==> src/rtl/uart_rx_pkg.sv <==
// uart_rx_pkg: shared definitions for the APB UART receiver.
//   - Register offsets (decoded from paddr[3:2])
//   - Parity verify-mode encodings held in CTRL[2:1]
//   - Receive FSM state enum
//   - STATUS bit indices
//   - Parity helper functions used by the deframer
package uart_rx_pkg;

  // Register offsets as seen on paddr[3:2].
  localparam logic [1:0] RegRxData = 2'd0;
  localparam logic [1:0] RegStatus = 2'd1;
  localparam logic [1:0] RegCtrl   = 2'd2;

  // Verify modes; 2'b00 and 2'b11 both mean "no parity bit".
  localparam logic [1:0] VerifyNone = 2'b00;
  localparam logic [1:0] VerifyOdd  = 2'b01;
  localparam logic [1:0] VerifyEven = 2'b10;

  typedef enum logic [2:0] {
    StIdle,
    StStart,
    StData,
    StParity,
    StStop
  } rx_state_e;

  // STATUS register bit positions.
  localparam int unsigned StatEmpty   = 0;
  localparam int unsigned StatFull    = 1;
  localparam int unsigned StatParity  = 2;
  localparam int unsigned StatFrame   = 3;
  localparam int unsigned StatOverrun = 4;

  function automatic logic verify_has_parity(input logic [1:0] verify);
    return (verify == VerifyOdd) || (verify == VerifyEven);
  endfunction

  // Odd mode wants an odd number of ones across data plus parity bit, even mode an even one.
  function automatic logic parity_mismatch(input logic [7:0] data, input logic pbit,
                                           input logic [1:0] verify);
    logic odd_total;
    odd_total = ^{data, pbit};
    case (verify)
      VerifyOdd:  return ~odd_total;
      VerifyEven: return odd_total;
      default:    return 1'b0;
    endcase
  endfunction

endpackage

==> src/rtl/uart_rx_apb_if.sv <==
// uart_rx_apb_if: APB bus bundle between the bridge (master) and the UART receiver (slave).
//   paddr   32  address; the slave decodes only [3:2]
//   psel     1  slave select
//   penable  1  access phase
//   pwrite   1  1 = write, 0 = read
//   pwdata  32  write data
//   prdata  32  read data, driven by the slave
interface uart_rx_apb_if;
  logic [31:0] paddr;
  logic        psel;
  logic        penable;
  logic        pwrite;
  logic [31:0] pwdata;
  logic [31:0] prdata;

  modport master (
    output paddr, psel, penable, pwrite, pwdata,
    input  prdata
  );

  modport slave (
    input  paddr, psel, penable, pwrite, pwdata,
    output prdata
  );
endinterface

==> src/rtl/uart_rx_sfifo.sv <==
// uart_rx_sfifo: single-clock synchronous FIFO with show-ahead head.
//   clk_i    clock (rising edge)
//   rst_ni   asynchronous active-low reset; FIFO empty after reset
//   push_i   write wdata_i; accepted when not full, or when full and popping the same cycle
//   pop_i    drop the head entry; ignored when empty
//   wdata_i  write data
//   rdata_o  current head (valid only while !empty_o)
//   full_o   all Depth entries occupied
//   empty_o  no entries
// Depth must be a power of two; pointers carry one extra wrap bit to tell full from empty.
module uart_rx_sfifo #(
  parameter int unsigned Depth = 16,
  parameter int unsigned Width = 8
) (
  input  logic             clk_i,
  input  logic             rst_ni,
  input  logic             push_i,
  input  logic             pop_i,
  input  logic [Width-1:0] wdata_i,
  output logic [Width-1:0] rdata_o,
  output logic             full_o,
  output logic             empty_o
);
  localparam int unsigned AddrW = $clog2(Depth);

  logic [AddrW:0]   wptr_q, rptr_q;
  logic [Width-1:0] mem_q [Depth];
  logic             do_push, do_pop;

  assign empty_o = (wptr_q == rptr_q);
  assign full_o  = (wptr_q[AddrW] != rptr_q[AddrW]) &&
                   (wptr_q[AddrW-1:0] == rptr_q[AddrW-1:0]);

  assign do_pop  = pop_i & ~empty_o;
  // A pop in the same cycle frees the slot the push lands in.
  assign do_push = push_i & (~full_o | do_pop);

  always_ff @(posedge clk_i or negedge rst_ni) begin
    if (!rst_ni) begin
      wptr_q <= '0;
      rptr_q <= '0;
    end else begin
      if (do_push) wptr_q <= wptr_q + 1'b1;
      if (do_pop)  rptr_q <= rptr_q + 1'b1;
    end
  end

  always_ff @(posedge clk_i) begin
    if (do_push) mem_q[wptr_q[AddrW-1:0]] <= wdata_i;
  end

  assign rdata_o = mem_q[rptr_q[AddrW-1:0]];

endmodule

==> src/rtl/uart_rx_apb.sv <==
// uart_rx_apb: UART receiver with an APB-readable receive FIFO.
//   pclk       system clock, rising edge
//   presetn    asynchronous active-low reset
//   apb        APB slave port (uart_rx_apb_if.slave); zero wait states, prdata combinational
//   uart_rx_i  asynchronous serial input, idle high
//   rx_irq_o   level interrupt while the FIFO holds data
// Registers: 0x0 RXDATA (read pops), 0x4 STATUS (bits [4:2] sticky, write 1 to clear),
//            0x8 CTRL {irq_en, verify[1:0], rx_en}, 0xC reads 0.
// Optional feature macro UART_RX_IRQ_EN: implements CTRL[3] and a registered rx_irq_o;
// without it rx_irq_o is tied low and CTRL[3] reads 0.
module uart_rx_apb
  import uart_rx_pkg::*;
#(
  parameter int unsigned CLK_DIV    = 434,
  parameter int unsigned FIFO_DEPTH = 16
) (
  input  logic         pclk,
  input  logic         presetn,
  uart_rx_apb_if.slave apb,
  input  logic         uart_rx_i,
  output logic         rx_irq_o
);
  localparam int unsigned     CntW    = $clog2(CLK_DIV);
  localparam logic [CntW-1:0] CntLast = CntW'(CLK_DIV - 1);
  localparam logic [CntW-1:0] CntHalf = CntW'(CLK_DIV / 2 - 1);

  // APB decode
  logic [1:0] reg_addr;
  logic       apb_rd, apb_wr, rx_pop;

  assign reg_addr = apb.paddr[3:2];
  assign apb_rd   = apb.psel & apb.penable & ~apb.pwrite;
  assign apb_wr   = apb.psel & apb.penable & apb.pwrite;
  assign rx_pop   = apb_rd & (reg_addr == RegRxData);

  logic unused_apb;
  assign unused_apb = ^{apb.paddr[31:4], apb.paddr[1:0], apb.pwdata[31:5]};

  // Line synchronizer plus one more flop for falling-edge detection
  logic rx_meta_q, rx_sync_q, rx_prev_q, rx_fall;

  always_ff @(posedge pclk or negedge presetn) begin
    if (!presetn) begin
      rx_meta_q <= 1'b1;
      rx_sync_q <= 1'b1;
      rx_prev_q <= 1'b1;
    end else begin
      rx_meta_q <= uart_rx_i;
      rx_sync_q <= rx_meta_q;
      rx_prev_q <= rx_sync_q;
    end
  end

  assign rx_fall = rx_prev_q & ~rx_sync_q;

  // Control register
  logic       rx_en_q;
  logic [1:0] ctrl_verify_q;
  logic       irq_en_rd;

  always_ff @(posedge pclk or negedge presetn) begin
    if (!presetn) begin
      rx_en_q       <= 1'b1;
      ctrl_verify_q <= VerifyNone;
    end else if (apb_wr && reg_addr == RegCtrl) begin
      rx_en_q       <= apb.pwdata[0];
      ctrl_verify_q <= apb.pwdata[2:1];
    end
  end

  // Receive FSM and datapath
  rx_state_e       state_q, state_d;
  logic [CntW-1:0] cnt_q;
  logic [2:0]      bit_q;
  logic [7:0]      shift_q;
  logic [1:0]      verify_q;
  logic            parity_bad_q;
  logic            push_q;
  logic            half_tick, bit_tick;
  logic            data_sample, parity_sample, stop_sample;

  assign half_tick = (cnt_q == CntHalf);
  assign bit_tick  = (cnt_q == CntLast);

  always_ff @(posedge pclk or negedge presetn) begin
    if (!presetn) state_q <= StIdle;
    else          state_q <= state_d;
  end

  always_comb begin
    state_d = state_q;
    case (state_q)
      StIdle:   if (rx_en_q && rx_fall) state_d = StStart;
      // Line back high at mid-start means a glitch, not a character.
      StStart:  if (half_tick) state_d = rx_sync_q ? StIdle : StData;
      StData:   if (bit_tick && bit_q == 3'd7) begin
                  state_d = verify_has_parity(verify_q) ? StParity : StStop;
                end
      StParity: if (bit_tick) state_d = StStop;
      StStop:   if (bit_tick) state_d = StIdle;
      default:  state_d = StIdle;
    endcase
    // Disabling the receiver abandons any frame in flight.
    if (!rx_en_q) state_d = StIdle;
  end

  always_comb begin
    data_sample   = 1'b0;
    parity_sample = 1'b0;
    stop_sample   = 1'b0;
    if (rx_en_q) begin
      unique case (state_q)
        StData:   data_sample   = bit_tick;
        StParity: parity_sample = bit_tick;
        StStop:   stop_sample   = bit_tick;
        default: ;
      endcase
    end
  end

  always_ff @(posedge pclk or negedge presetn) begin
    if (!presetn) begin
      cnt_q        <= '0;
      bit_q        <= '0;
      shift_q      <= '0;
      verify_q     <= VerifyNone;
      parity_bad_q <= 1'b0;
      push_q       <= 1'b0;
    end else begin
      if (state_q == StIdle || state_d != state_q || bit_tick) cnt_q <= '0;
      else                                                      cnt_q <= cnt_q + 1'b1;

      if (state_q != StData) bit_q <= '0;
      else if (data_sample)  bit_q <= bit_q + 3'd1;

      // LSB arrives first, so shift in from the top.
      if (data_sample) shift_q <= {rx_sync_q, shift_q[7:1]};

      if (state_q == StIdle && state_d == StStart) begin
        verify_q     <= ctrl_verify_q;
        parity_bad_q <= 1'b0;
      end else if (parity_sample) begin
        parity_bad_q <= parity_mismatch(shift_q, rx_sync_q, verify_q);
      end

      // shift_q stays stable while idle, so it still holds the character at push time.
      push_q <= stop_sample & rx_sync_q;
    end
  end

  // FIFO
  logic       fifo_full, fifo_empty, fifo_push;
  logic [7:0] fifo_head;
  logic       overrun_evt, frame_evt, parity_evt;

  assign fifo_push   = push_q & (~fifo_full | rx_pop);
  assign overrun_evt = push_q & fifo_full & ~rx_pop;
  assign frame_evt   = stop_sample & ~rx_sync_q;
  assign parity_evt  = stop_sample & rx_sync_q & parity_bad_q;

  uart_rx_sfifo #(
    .Depth (FIFO_DEPTH),
    .Width (8)
  ) u_fifo (
    .clk_i   (pclk),
    .rst_ni  (presetn),
    .push_i  (fifo_push),
    .pop_i   (rx_pop),
    .wdata_i (shift_q),
    .rdata_o (fifo_head),
    .full_o  (fifo_full),
    .empty_o (fifo_empty)
  );

  // Sticky error flags; a new event in the same cycle as a clear wins.
  logic parity_err_q, frame_err_q, overrun_q;

  always_ff @(posedge pclk or negedge presetn) begin
    if (!presetn) begin
      parity_err_q <= 1'b0;
      frame_err_q  <= 1'b0;
      overrun_q    <= 1'b0;
    end else begin
      if (apb_wr && reg_addr == RegStatus) begin
        if (apb.pwdata[StatParity])  parity_err_q <= 1'b0;
        if (apb.pwdata[StatFrame])   frame_err_q  <= 1'b0;
        if (apb.pwdata[StatOverrun]) overrun_q    <= 1'b0;
      end
      if (parity_evt)  parity_err_q <= 1'b1;
      if (frame_evt)   frame_err_q  <= 1'b1;
      if (overrun_evt) overrun_q    <= 1'b1;
    end
  end

  // Interrupt
`ifdef UART_RX_IRQ_EN
  logic irq_en_q, irq_q;

  always_ff @(posedge pclk or negedge presetn) begin
    if (!presetn) begin
      irq_en_q <= 1'b0;
      irq_q    <= 1'b0;
    end else begin
      if (apb_wr && reg_addr == RegCtrl) irq_en_q <= apb.pwdata[3];
      irq_q <= irq_en_q & ~fifo_empty;
    end
  end

  assign irq_en_rd = irq_en_q;
  assign rx_irq_o  = irq_q;
`else
  assign irq_en_rd = 1'b0;
  assign rx_irq_o  = 1'b0;
`endif

  // Read mux
  always_comb begin
    apb.prdata = '0;
    if (apb_rd) begin
      case (reg_addr)
        RegRxData: apb.prdata = {24'd0, fifo_empty ? 8'd0 : fifo_head};
        RegStatus: apb.prdata = {27'd0, overrun_q, frame_err_q, parity_err_q,
                                 fifo_full, fifo_empty};
        RegCtrl:   apb.prdata = {28'd0, irq_en_rd, ctrl_verify_q, rx_en_q};
        default:   apb.prdata = '0;
      endcase
    end
  end

endmodule

==> src/flat_wrapper.sv <==
// flat-port wrapper written by rule: the top's interface ports become plain ports
module uart_rx_apb_flat import uart_rx_pkg::*;
#(
  parameter int unsigned CLK_DIV    = 434,
  parameter int unsigned FIFO_DEPTH = 16
)
  (pclk, presetn, uart_rx_i, rx_irq_o, apb_paddr, apb_psel, apb_penable, apb_pwrite, apb_pwdata, apb_prdata);
  uart_rx_apb_if apb_i ();
  input  logic pclk;
  input  logic presetn;
  input  logic uart_rx_i;
  output logic rx_irq_o;
  input wire logic [$bits(apb_i.paddr)-1:0] apb_paddr;
  input wire logic [$bits(apb_i.psel)-1:0] apb_psel;
  input wire logic [$bits(apb_i.penable)-1:0] apb_penable;
  input wire logic [$bits(apb_i.pwrite)-1:0] apb_pwrite;
  input wire logic [$bits(apb_i.pwdata)-1:0] apb_pwdata;
  output wire logic [$bits(apb_i.prdata)-1:0] apb_prdata;
  assign apb_i.paddr = apb_paddr;
  assign apb_i.psel = apb_psel;
  assign apb_i.penable = apb_penable;
  assign apb_i.pwrite = apb_pwrite;
  assign apb_i.pwdata = apb_pwdata;
  assign apb_prdata = apb_i.prdata;
  uart_rx_apb #(.CLK_DIV(CLK_DIV), .FIFO_DEPTH(FIFO_DEPTH)) u_core (.pclk(pclk), .presetn(presetn), .apb(apb_i), .uart_rx_i(uart_rx_i), .rx_irq_o(rx_irq_o));
endmodule
==> config.mk <==
export PLATFORM = sky130hd
export DESIGN_NAME = uart_rx_apb_flat
export DESIGN_NICKNAME = d
export VERILOG_FILES = /design/src/rtl/uart_rx_pkg.sv /design/src/rtl/uart_rx_apb_if.sv /design/src/rtl/uart_rx_sfifo.sv /design/src/rtl/uart_rx_apb.sv /design/src/flat_wrapper.sv
export SDC_FILE = /design/constraint.sdc
export NUM_CORES = 1
export LEC_CHECK = 0
export ABC_CLOCK_PERIOD_IN_PS = 2600
export BUFFER_PORTS_ARGS = -buffer_cell sky130_fd_sc_hd__buf_2
export CORE_UTILIZATION = 40
export CTS_CLUSTER_DIAMETER = 60
export DETAILED_ROUTE_END_ITERATION = 7
export GPL_ROUTABILITY_DRIVEN = 0
export GPL_TIMING_DRIVEN = 0
export HOLD_SLACK_MARGIN = 0.02
export PLACE_DENSITY = 0.56
export SLEW_MARGIN = 25
export SYNTH_ARGS = -nofsm -noshare
export SYNTH_HDL_FRONTEND = slang
export SYNTH_SLANG_ARGS = --single-unit
==> constraint.sdc <==
create_clock -name pclk -period 2.6 [get_ports pclk]
set_input_delay 0.26 -clock pclk [delete_from_list [all_inputs] [get_ports pclk]]
set_output_delay 0.26 -clock pclk [all_outputs]
set_load 0.05 [all_outputs]
; ---- Word level (Yosys, flattened, before mapping)
; Memory sizes are Yosys's and may differ from the RTL's.
; Index checks and enable logic that the tools add are counted.
[word_totals]
register_bits = 46
mem_bits_rw = 128
in_bits = 70
elab_cells = 118
memories = 1
[op_classes]
n_addsub = 4
eq_ne = 17
mux = 35
bitwise_logic = 21
reduce_logical = 23
[mem_list]
columns = memory, words, word_bits, read_ports, rd_ports_with_merged_regs, wr, line_no
row1 = u_core.u_fifo.mem_q, 16, 8, 1, 0, 1, uart_rx_sfifo.sv:27  ; logic [Width-1:0] mem_q [Depth];
[ops]
columns = op, count
row1 = 32-bit two-way mux, 1
row2 = 3-bit two-way mux, 9
row3 = 8-bit one-hot mux with 3 select lines, 1
row4 = 1-bit two-way mux, 19
row5 = 2-bit nonzero test, 8
row6 = 3-bit one-hot mux with 5 select lines, 1
row7 = 1-bit bitwise AND, 13
row8 = "5-bit by 1-bit adder with 5-bit output, second input constant", 2
row9 = "9-bit by 1-bit adder with 9-bit output, second input constant", 1
row10 = "9-bit by 8-bit == test with 1-bit output, second input constant", 1
row11 = "9-bit == test, second input constant", 1
row12 = 9-bit two-way mux, 1
row13 = 9-bit parity, 1
row14 = 8-bit two-way mux, 1
row15 = "3-bit by 1-bit == test with 1-bit output, second input constant", 2
row16 = "3-bit by 2-bit == test with 1-bit output, second input constant", 2
row17 = "3-bit == test, second input constant", 2
row18 = 1-bit logical AND, 6
row19 = 1-bit inverter, 6
row20 = 2-bit AND reduction, 3
row21 = 5-bit == test, 1
row22 = "2-bit by 1-bit == test with 1-bit output, second input constant", 2
row23 = "2-bit == test, second input constant", 2
row24 = 4-bit == test, 1
row25 = other kinds (10), 13

; ---- Logic depth before layout (Yosys ltp)
; Gate-level depths: netlist of run 1.
[logic_depth]
word_depth = 10
depth_mapped = 8
depth_no_buf = 7

; ---- By module
; Synthesis of run 1 repeated with hierarchy kept, for this count alone.
[hier_totals]
cells_unflattened = 497
hier_area_um2 = 7788.7
[by_module_without_submodules]
columns = mod, n_inst, cells_per_inst, area_each_um2
row1 = uart_rx_sfifo, 1, 269, 5527.8
row2 = uart_rx_apb, 1, 228, 2260.9

; ---- Worst setup path before layout of run 1
; OpenSTA, ideal clock, no wires.
[synth_timing]
path_type = register to output
startpoint = register u_core.u_fifo.rptr_q[0]
endpoint = output apb_prdata[1]
arrival_time_ns = 2.305
required_ns = 2.340
setup_slack_ns = 0.035
stages_incl_launch_ff = 6
path_buffers = 1
path_cell_list = dfrtp_1 > buf_6 > xor2_1 > nor4_4 > a32oi_1 > o21ai_0
[synth_via]
elab_chain_cells = 4
[synth_rtl]
columns = item, line_no
row1 = start: declaration, uart_rx_sfifo.sv:26  ; logic [AddrW:0] wptr_q, rptr_q;
row2 = start signal: assignment, uart_rx_sfifo.sv:44  ; if (do_pop) rptr_q <= rptr_q + 1'b1;
row3 = "memory read 16 x 8 bit, or another cell as far along", n/a
row4 = 8-bit two-way mux or 1-bit logical AND (tied branches), "uart_rx_apb.sv:221, uart_rx_sfifo.sv:31"
row5 = 8-bit one-hot mux with 3 select lines (*), uart_rx_apb.sv:220  ; case (reg_addr)
row6 = 32-bit two-way mux (*), uart_rx_apb.sv:219  ; if (apb_rd) begin
row7 = end: declaration, flat_wrapper.sv:18  ; output wire logic [$bits(apb_i.prdata)-1:0] apb_prdata;
; Every way passes the cells marked *; elsewhere a longest branch is shown, timed or not.

; ---- Final worst setup path of run 1
[layout_timing]
startpoint = register u_core.u_fifo.rptr_q[0]
endpoint = output apb_prdata[3]
[layout_via]
elab_chain_cells = 4
[layout_rtl]
columns = item, line_no
row1 = memory read 16 x 8 bit or 5-bit == test (tied branches), n/a
row2 = 8-bit two-way mux (*), uart_rx_apb.sv:221  ; RegRxData: apb.prdata = {24'd0, fifo_empty ? 8'd0 : fifo_head};
row3 = 8-bit one-hot mux with 3 select lines (*), uart_rx_apb.sv:220
row4 = 32-bit two-way mux (*), uart_rx_apb.sv:219
; Marked as above.

==> impl_metrics.tcl, run 1 <==
set metrics [dict create \
    crit_start "u_core.u_fifo.rptr_q[0]" \
    area_delta_synth_final_pct 17.6 \
    setup_viol 8 \
    antenna_found_initial 0 \
    overflow 0 \
    h-tree-depth 4 \
    design.die.area_um2 19600 \
    peakVddDrop_mv 0.489 \
    p_int_w 0.00474 \
    cts-root-buf "clkbuf_16" \
    status "finished, violations left" \
    total_power_w 0.00604 \
    final_cell_mix "edfxtp_1 (128), dfrtp_1 (41), mux4_2 (38)" \
    ant_nets 0 \
    synth_top_family_by_area "multiplexers" \
    drive_gt1_share_pct 32.6 \
    nNetsFinal 612 \
    power_frac_comb_pct 9.0 \
    skew_ps 10.8 \
    rows 50 \
    ys.flop_type "edfxtp_1" \
    yosys_warnings 0 \
    worst_pin_slew_ps 802 \
    violations "negative setup slack" \
    clock_latency_ps 420 \
    maxSlewHeadroom_pct 46.6 \
    synthXorXnorAreaFrac_pct 3.51 \
    drc 0 \
    rr_worst_depth 10 \
    path_cells "buf_12 -> buf_12 -> mux4_2 -> mux4_2 -> a22o_1 -> buf_6" \
    grt_max_degree 47 \
    synth_fa_ha_area_share_pct 1.97 \
    drt_iter0_drc 261 \
    seq_power_share_pct 50.2 \
    max_freq_mhz 354 \
    die_h_um 140 \
    switchingPower_w 0.00130 \
    hpwl_mm 10.1 \
    clk_pin_slew_ps 60 \
    rr_startpoint "u_core.u_fifo.rptr_q[0]" \
    ys_ff_latch 174 \
    synthSimpleGateAreaFrac_pct 7.02 \
    num_vias 4025 \
    setup_tns_ps -1220 \
    worstReg2RegEnd "u_core.u_fifo.mem_q[3][6]" \
    cts.sinks 174 \
    hp-class "in -> reg" \
    ff2ff_setup_slack_ps 130 \
    coreArea_um2 18700 \
    clockPowerShare_pct 40.8 \
    cp.required_ps 2340 \
    criticalPathCategory "reg -> out" \
    path_max_fanout 6 \
    synth_compound_area_share_pct 2.75 \
    hold_viol 0 \
    grt_pass1_wl_mm 23.9 \
    crit_end "apb_prdata[3]" \
    die_x_um 140 \
    wl_per_cell_um 19.6 \
    firstDrtPassIters 6 \
    final_common_cell "edfxtp_1" \
    ctsLongestPathBuffers 2 \
    cts_tree "built" \
    syn_inst 455 \
    cts_buffers 17 \
    syn_avg_cell_area_um2 16.8 \
    finalCriticalPeriod_ps 2820 \
    io_pins 103 \
    grtUsageTotal_pct 16.8 \
    synth_edf_count 128 \
    critPathCaptureType "output port" \
    drt_wl_total_mm 15.2 \
    rsz0062_at_grt "true" \
    cp_slowest_stage_delay_ps 530 \
    crit_slowest_cell "mux4_2" \
    leakage_nw 3.71 \
    layout_setup_ws_ps -222 \
    io_buffers 20 \
    cap_violations 0 \
    yosysSeqAreaShare_pct 65.5 \
    p_sw_share_pct 21.6 \
    cp.arrival_ps 2560 \
    drv_slew 0 \
    fin_crit_sh_pct 109 \
    antenna_cells 0 \
    avgViaCountPerCell 5.18 \
    cp-start-kind "register" \
    start_util_pct 40.8 \
    syn-cell-area_um2 7630 \
    async_flop_share_pct 26.4 \
    ys_types 49 \
    first_global_vias 4071 \
    muxShareOfSynthArea_pct 14.9 \
    power_density_nw_per_um2 673 \
]
[worst min-delay path by stage]
stage | slack, ps | startpoint | to | depth (start not counted)
after floorplan | -40 | presetn | u_core.bit_q[0] | 0
after global placement | 350 | u_core.rx_meta_q | u_core.rx_sync_q | 0
after detailed placement | 350 | u_core.rx_meta_q | u_core.rx_sync_q | 0
after CTS | 50 | apb_pwdata[0] | u_core.rx_en_q | 2
after global routing | 70 | apb_pwdata[1] | u_core.ctrl_verify_q[0] | 2
final | 70 | apb_pwdata[0] | u_core.rx_en_q | 2
[power by group through the flow]
| stage | logic, W | clock network (W) | registers, W |
|---|---|---|---|
| 2_1_floorplan | 0.000344 | 0 | 0.00307 |
| 3_5_place_dp | 0.000429 | 0 | 0.00309 |
| 3_3_place_gp | 0.000417 | 0 | 0.00308 |
| 5_1_grt | 0.000590 | 0.00262 | 0.00304 |
| 6_report | 0.000544 | 0.00247 | 0.00303 |
| 4_1_cts | 0.000581 | 0.00251 | 0.00303 |
[cell families (layout without fill, tap and decap cells)]
| group | Yosys count | in the layout |
|---|---|---|
| flops | 174 | 174 |
| simple gates | 97 | 97 |
| mux | 58 | 58 |
| buf+inv | 51 | 115 |
| compound gates | 33 | 33 |
| xor+xnor | 29 | 29 |
| fa+ha+maj | 12 | 12 |
| other cells | 1 | 25 |
[worst max-delay path: cells and delay by family (launching register included)]
kind,cells,cell delay (ps)
buf+inv,3,450
mux,2,1040
compound gates,1,220
flops,1,420
[sequential cells by signal, summed over array words and instances, names as in the netlist]
| name | cells |
|---|---|
| u_core.push_q | 1 |
| u_core.u_fifo.wptr_q | 5 |
| u_core.rx_prev_q | 1 |
| u_core.rx_meta_q | 1 |
| u_core.frame_err_q | 1 |
| u_core.overrun_q | 1 |
| u_core.parity_bad_q | 1 |
| u_core.bit_q | 3 |
| u_core.rx_en_q | 1 |
| u_core.shift_q | 8 |
| u_core.u_fifo.rptr_q | 5 |
| u_core.u_fifo.mem_q | 128 |
| u_core.rx_sync_q | 1 |
| u_core.state_q | 3 |
| u_core.parity_err_q | 1 |
| u_core.verify_q | 2 |
| u_core.cnt_q | 9 |
| u_core.ctrl_verify_q | 2 |
[routing by layer]
layer	part of all wire, %	global-route usage (%)	vias up
li1	-	-	1854
met1	46	22.6	2078
met2	50	27.3	82
met3	3.5	3.38	11
met4	0.91	5.73	0
met5	0	0	-
[what timing repair did]
action                     CTS  global route
hold buffers                 1             1
cloned                       3             0
buffers inserted             7             1
gates resized for setup     54            26
hold endpoints to repair     1            42
pin swaps                    6             5
setup endpoints to repair    8           127
[cell usage after synthesis (all sizes together), types with 3 or more instances]
cell / n / share of area [%]
o21ai: 10 / 0.66
inv: 9 / 0.44
nor3: 3 / 0.20
buf: 36 / 3.6
mux4: 39 / 12
dfstp: 4 / 1.4
clkbuf: 6 / 0.33
nand2: 18 / 0.89
nand2b: 4 / 0.33
a22o: 3 / 0.34
nand3: 9 / 0.59
and3: 16 / 1.3
ha: 12 / 2.0
edfxtp: 128 / 50
nor2: 19 / 0.93
nand4: 6 / 0.49
a31oi: 3 / 0.25
mux2i: 6 / 0.79
dfrtp: 42 / 14
mux2: 13 / 1.9
and2: 4 / 0.33
a21oi: 8 / 0.52
xor2: 12 / 1.4
nor2b: 7 / 0.57
xnor2: 16 / 1.8
[layout make-up]
class | instances | area (um^2)
Sequential cell | 174 | 5000
Inverter | 9 | 33.8
Timing Repair Buffer | 32 | 320
Clock inverter | 4 | 21.3
Tap cell | 234 | 293
Buffer | 42 | 344
Multi-Input combinational cell | 254 | 2400
Clock buffer | 28 | 564
Fill cell | 1566 | 9730
[per-stage QoR]
stage	cells	worst slack (ps)	area (um^2)	hold slack, ps	util, %
floorplan	479	34.5	7720	-35.6	-
global placement	733	-582	8110	347	43.4
detailed placement	734	-202	8130	348	43.4
CTS	777	-277	8960	51.1	47.9
global route	777	-297	8980	67.7	48.0
finish	777	-222	8980	68.5	48.0
No activity file was read; power rests on OpenSTA's default activity.
==> inputs of run 2 (changes only) <==
ABC_AREA = 1   (was unset)
CORE_MARGIN = 10   (was unset)
==> run 2 against run 1 <==
The run now ends clean. Largest cell class unchanged. Setup slack better by 310 ps. Sequential cell count did not move. Cell area grew 3.4%. Critical path depth rose by 1. Synthesized area rose by 4.0%. Global-route usage decreased by 1.9 points. Non-clock buffer count up 10.
==> impl_metrics.tcl, run 2 <==
set metrics [dict create \
    status "finished clean" \
    yosys_warnings 0 \
    drc 0 \
    min_to "u_core.ctrl_verify_q[0]" \
    power_density_nw_per_um2 850 \
    clock_latency_ps 430 \
    drt_iter0_drc 425 \
    h-tree-depth 4 \
    start_util_pct 40.8 \
    hold-path-cell-count 2 \
    final_core_util_pct 47.7 \
    hold_viol 0 \
    grtUsageTotal_pct 14.9 \
    io_pins 103 \
    ff2ff_setup_slack_ps 240 \
    syn-cell-area_um2 7940 \
    leakage_nw 3.94 \
    cts.sinks 174 \
    overflow 0 \
    ctsLongestPathBuffers 2 \
    synth_edf_count 128 \
    wl_per_cell_um 17.8 \
    first_global_vias 5652 \
    fin_crit_sh_pct 96.5 \
    firstDrtPassIters 5 \
    yosysSeqAreaShare_pct 63.0 \
    grt_max_degree 47 \
    cap_violations 0 \
    synth_most_common_cell "edfxtp_1" \
    final_cell_mix "edfxtp_1 (128), nor2_1 (96), nand2_1 (87)" \
    ant_nets 0 \
    cp.arrival_ps 2250 \
    worstReg2RegEnd "u_core.u_fifo.mem_q[11][7]" \
    cp.required_ps 2340 \
    yosys.area.top_type "edfxtp_1" \
    maxSlewHeadroom_pct 29.0 \
    async_flop_share_pct 26.4 \
    final_common_cell "edfxtp_1" \
    hold_start "apb_pwdata[1]" \
    syn_avg_cell_area_um2 11.0 \
    die_x_um 161 \
    synth.top_cell.area_share_pct 48.4 \
    grt_pass1_wl_mm 30.5 \
    largest_reg_flops 128 \
    setup_viol 0 \
    cts-root-buf "clkbuf_16" \
    cts_buffers 17 \
    die_h_um 161 \
    skew_ps 8.88 \
    crit_path_frequent_cell "nand3_1" \
    worst_pin_slew_ps 1060 \
    max_freq_mhz 399 \
    nNetsFinal 874 \
    cp_top_family "buffers and inverters" \
    path_cells "inv_1 -> clkbuf_1 -> nand3_1 -> nand3_1 -> nand2_1 -> a21oi_1 -> buf_4" \
    design.die.area_um2 25900 \
    rsz0062_at_grt "true" \
    total_power_w 0.00789 \
    ys_ff_latch 174 \
    area_delta_synth_final_pct 16.9 \
    hp-class "in -> reg" \
    clk_pin_slew_ps 70 \
    critical_path_buf_inv_count 3 \
    hpwl_mm 13.3 \
    peakVddDrop_mv 0.468 \
    syn_inst 719 \
    criticalPathCategory "reg -> out" \
    avgViaCountPerCell 5.16 \
    ys_types 43 \
    crit_slowest_cell "clkbuf_1" \
    coreArea_um2 19500 \
    setup_tns_ps 0 \
    ys.flop_type "edfxtp_1" \
    rr_worst_depth 8 \
    critPathCaptureType "output port" \
    drive_gt1_share_pct 21.5 \
    drv_slew 0 \
    io_buffers 20 \
    cp-start-kind "register" \
    drt_wl_total_mm 19.0 \
    rows 51 \
    ys_top_cells_by_area "edfxtp_1 (48%), dfrtp_1 (13%), o21ai_0 (4.8%), nor2_1 (4.5%), nand2_1 (4.1%)" \
    place_inst 1033 \
    cts_tree "built" \
    cp_slowest_stage_delay_ps 490 \
    path_max_fanout 10 \
    rr_startpoint "u_core.u_fifo.wptr_q[3]" \
    layout.cells.non_filler 1070 \
    ys_top_cells_by_count "edfxtp_1 (128), nor2_1 (96), nand2_1 (87)" \
    antenna_found_initial 0 \
    finalCriticalPeriod_ps 2510 \
    num_vias 5523 \
    antenna_cells 0 \
]
## run 2: cell types whose count changed in the layout (fill, tap and decap cells not counted), moves of 10 or more
cell     previous run  this run
nor2_1             19        96
nand2_1            16        87
o21ai_0             8        75
mux4_2             38         0
inv_1               9        41
nand3_1             9        35
nor3_2              0        25
o22ai_1             0        19
and3_2             10         0
mux2_2             13         3
## run 2: layout make-up
type / instances / area, um^2
buffer: 54 / 408
clock buffer: 17 / 425
clock inverter: 15 / 120
fill: 1783 / 10200
inverter: 48 / 186
multi-input combinational: 467 / 2600
sequential: 174 / 5000
tap: 265 / 332
timing repair buffer: 30 / 206
## run 2: metrics by stage
| stage | setup WS [ps] | hold WS (ps) | cell area [um^2] |
|---|---|---|---|
| detailed placement | 136 | 317 | 8570 |
| finish | 91.6 | 63.3 | 9280 |
| global placement | -400 | 350 | 8460 |
| floorplan | 359 | -35.6 | 8030 |
| CTS | 3.34 | 41.2 | 9180 |
| global route | -33.6 | 48.3 | 9280 |
## run 2: routing by layer
layer  share of wire [%]  GRT usage, %
met5                   0             0
met3                 5.8          3.12
met1                  41          18.0
met2                  50          24.9
met4                 2.7          6.82
## run 2: timing repair
| action | 4_1_cts | 5_1_grt |
|---|---|---|
| endpoints found under the hold margin | 43 | 0 |
| setup buffers | 0 | 3 |
| pin swaps | 0 | 6 |
| endpoints found under the setup margin | 8 | 8 |
| gates resized for setup | 20 | 32 |
| hold buffers | 2 | 0 |
## run 2: worst register-to-register path, cell delays in order, from the launching register on
cell	delay (ps)
dfrtp_1	360
clkbuf_2	170
xnor2_1	160
nand4_1	190
nor2_2	80
nand2_1	80
nand2_2	70
buf_2	220
nor3_2	670
## run 2: worst max path at each step
stage               cells after the start                     from                    endpoint  slack [ps]
finish                                  7  u_core.u_fifo.rptr_q[3]               apb_prdata[1]          90
global route                           10  u_core.u_fifo.rptr_q[0]               apb_prdata[4]         -30
CTS                                     9  u_core.u_fifo.rptr_q[1]               apb_prdata[3]           3
detailed placement                      9  u_core.u_fifo.rptr_q[1]  u_core.u_fifo.mem_q[11][5]         140
global placement                        9  u_core.u_fifo.rptr_q[1]  u_core.u_fifo.mem_q[12][7]        -400
floorplan                               7  u_core.u_fifo.rptr_q[0]               apb_prdata[5]         360
## run 2: kinds of logic (layout without fill, tap and decap cells)
family	after synthesis	in the layout	share of synthesized area [%]
AO/OA/AOI/OAI	130	130	9.44
multiplexers	3	3	0.426
AND/OR/NAND/NOR	274	274	16.1
adder cells (fa/ha/maj)	12	12	1.89
flip-flops	174	174	63.0
XOR/XNOR	23	23	2.54
buffers and inverters	102	164	6.59
other	1	25	0.0473
## run 2: power breakdown
part / switching, W / internal (W)
clock: 0.00107 / 0.00131
combinational: 0.00156 / 0.000840
sequential: 0.0000804 / 0.00303
total: 0.00271 / 0.00518
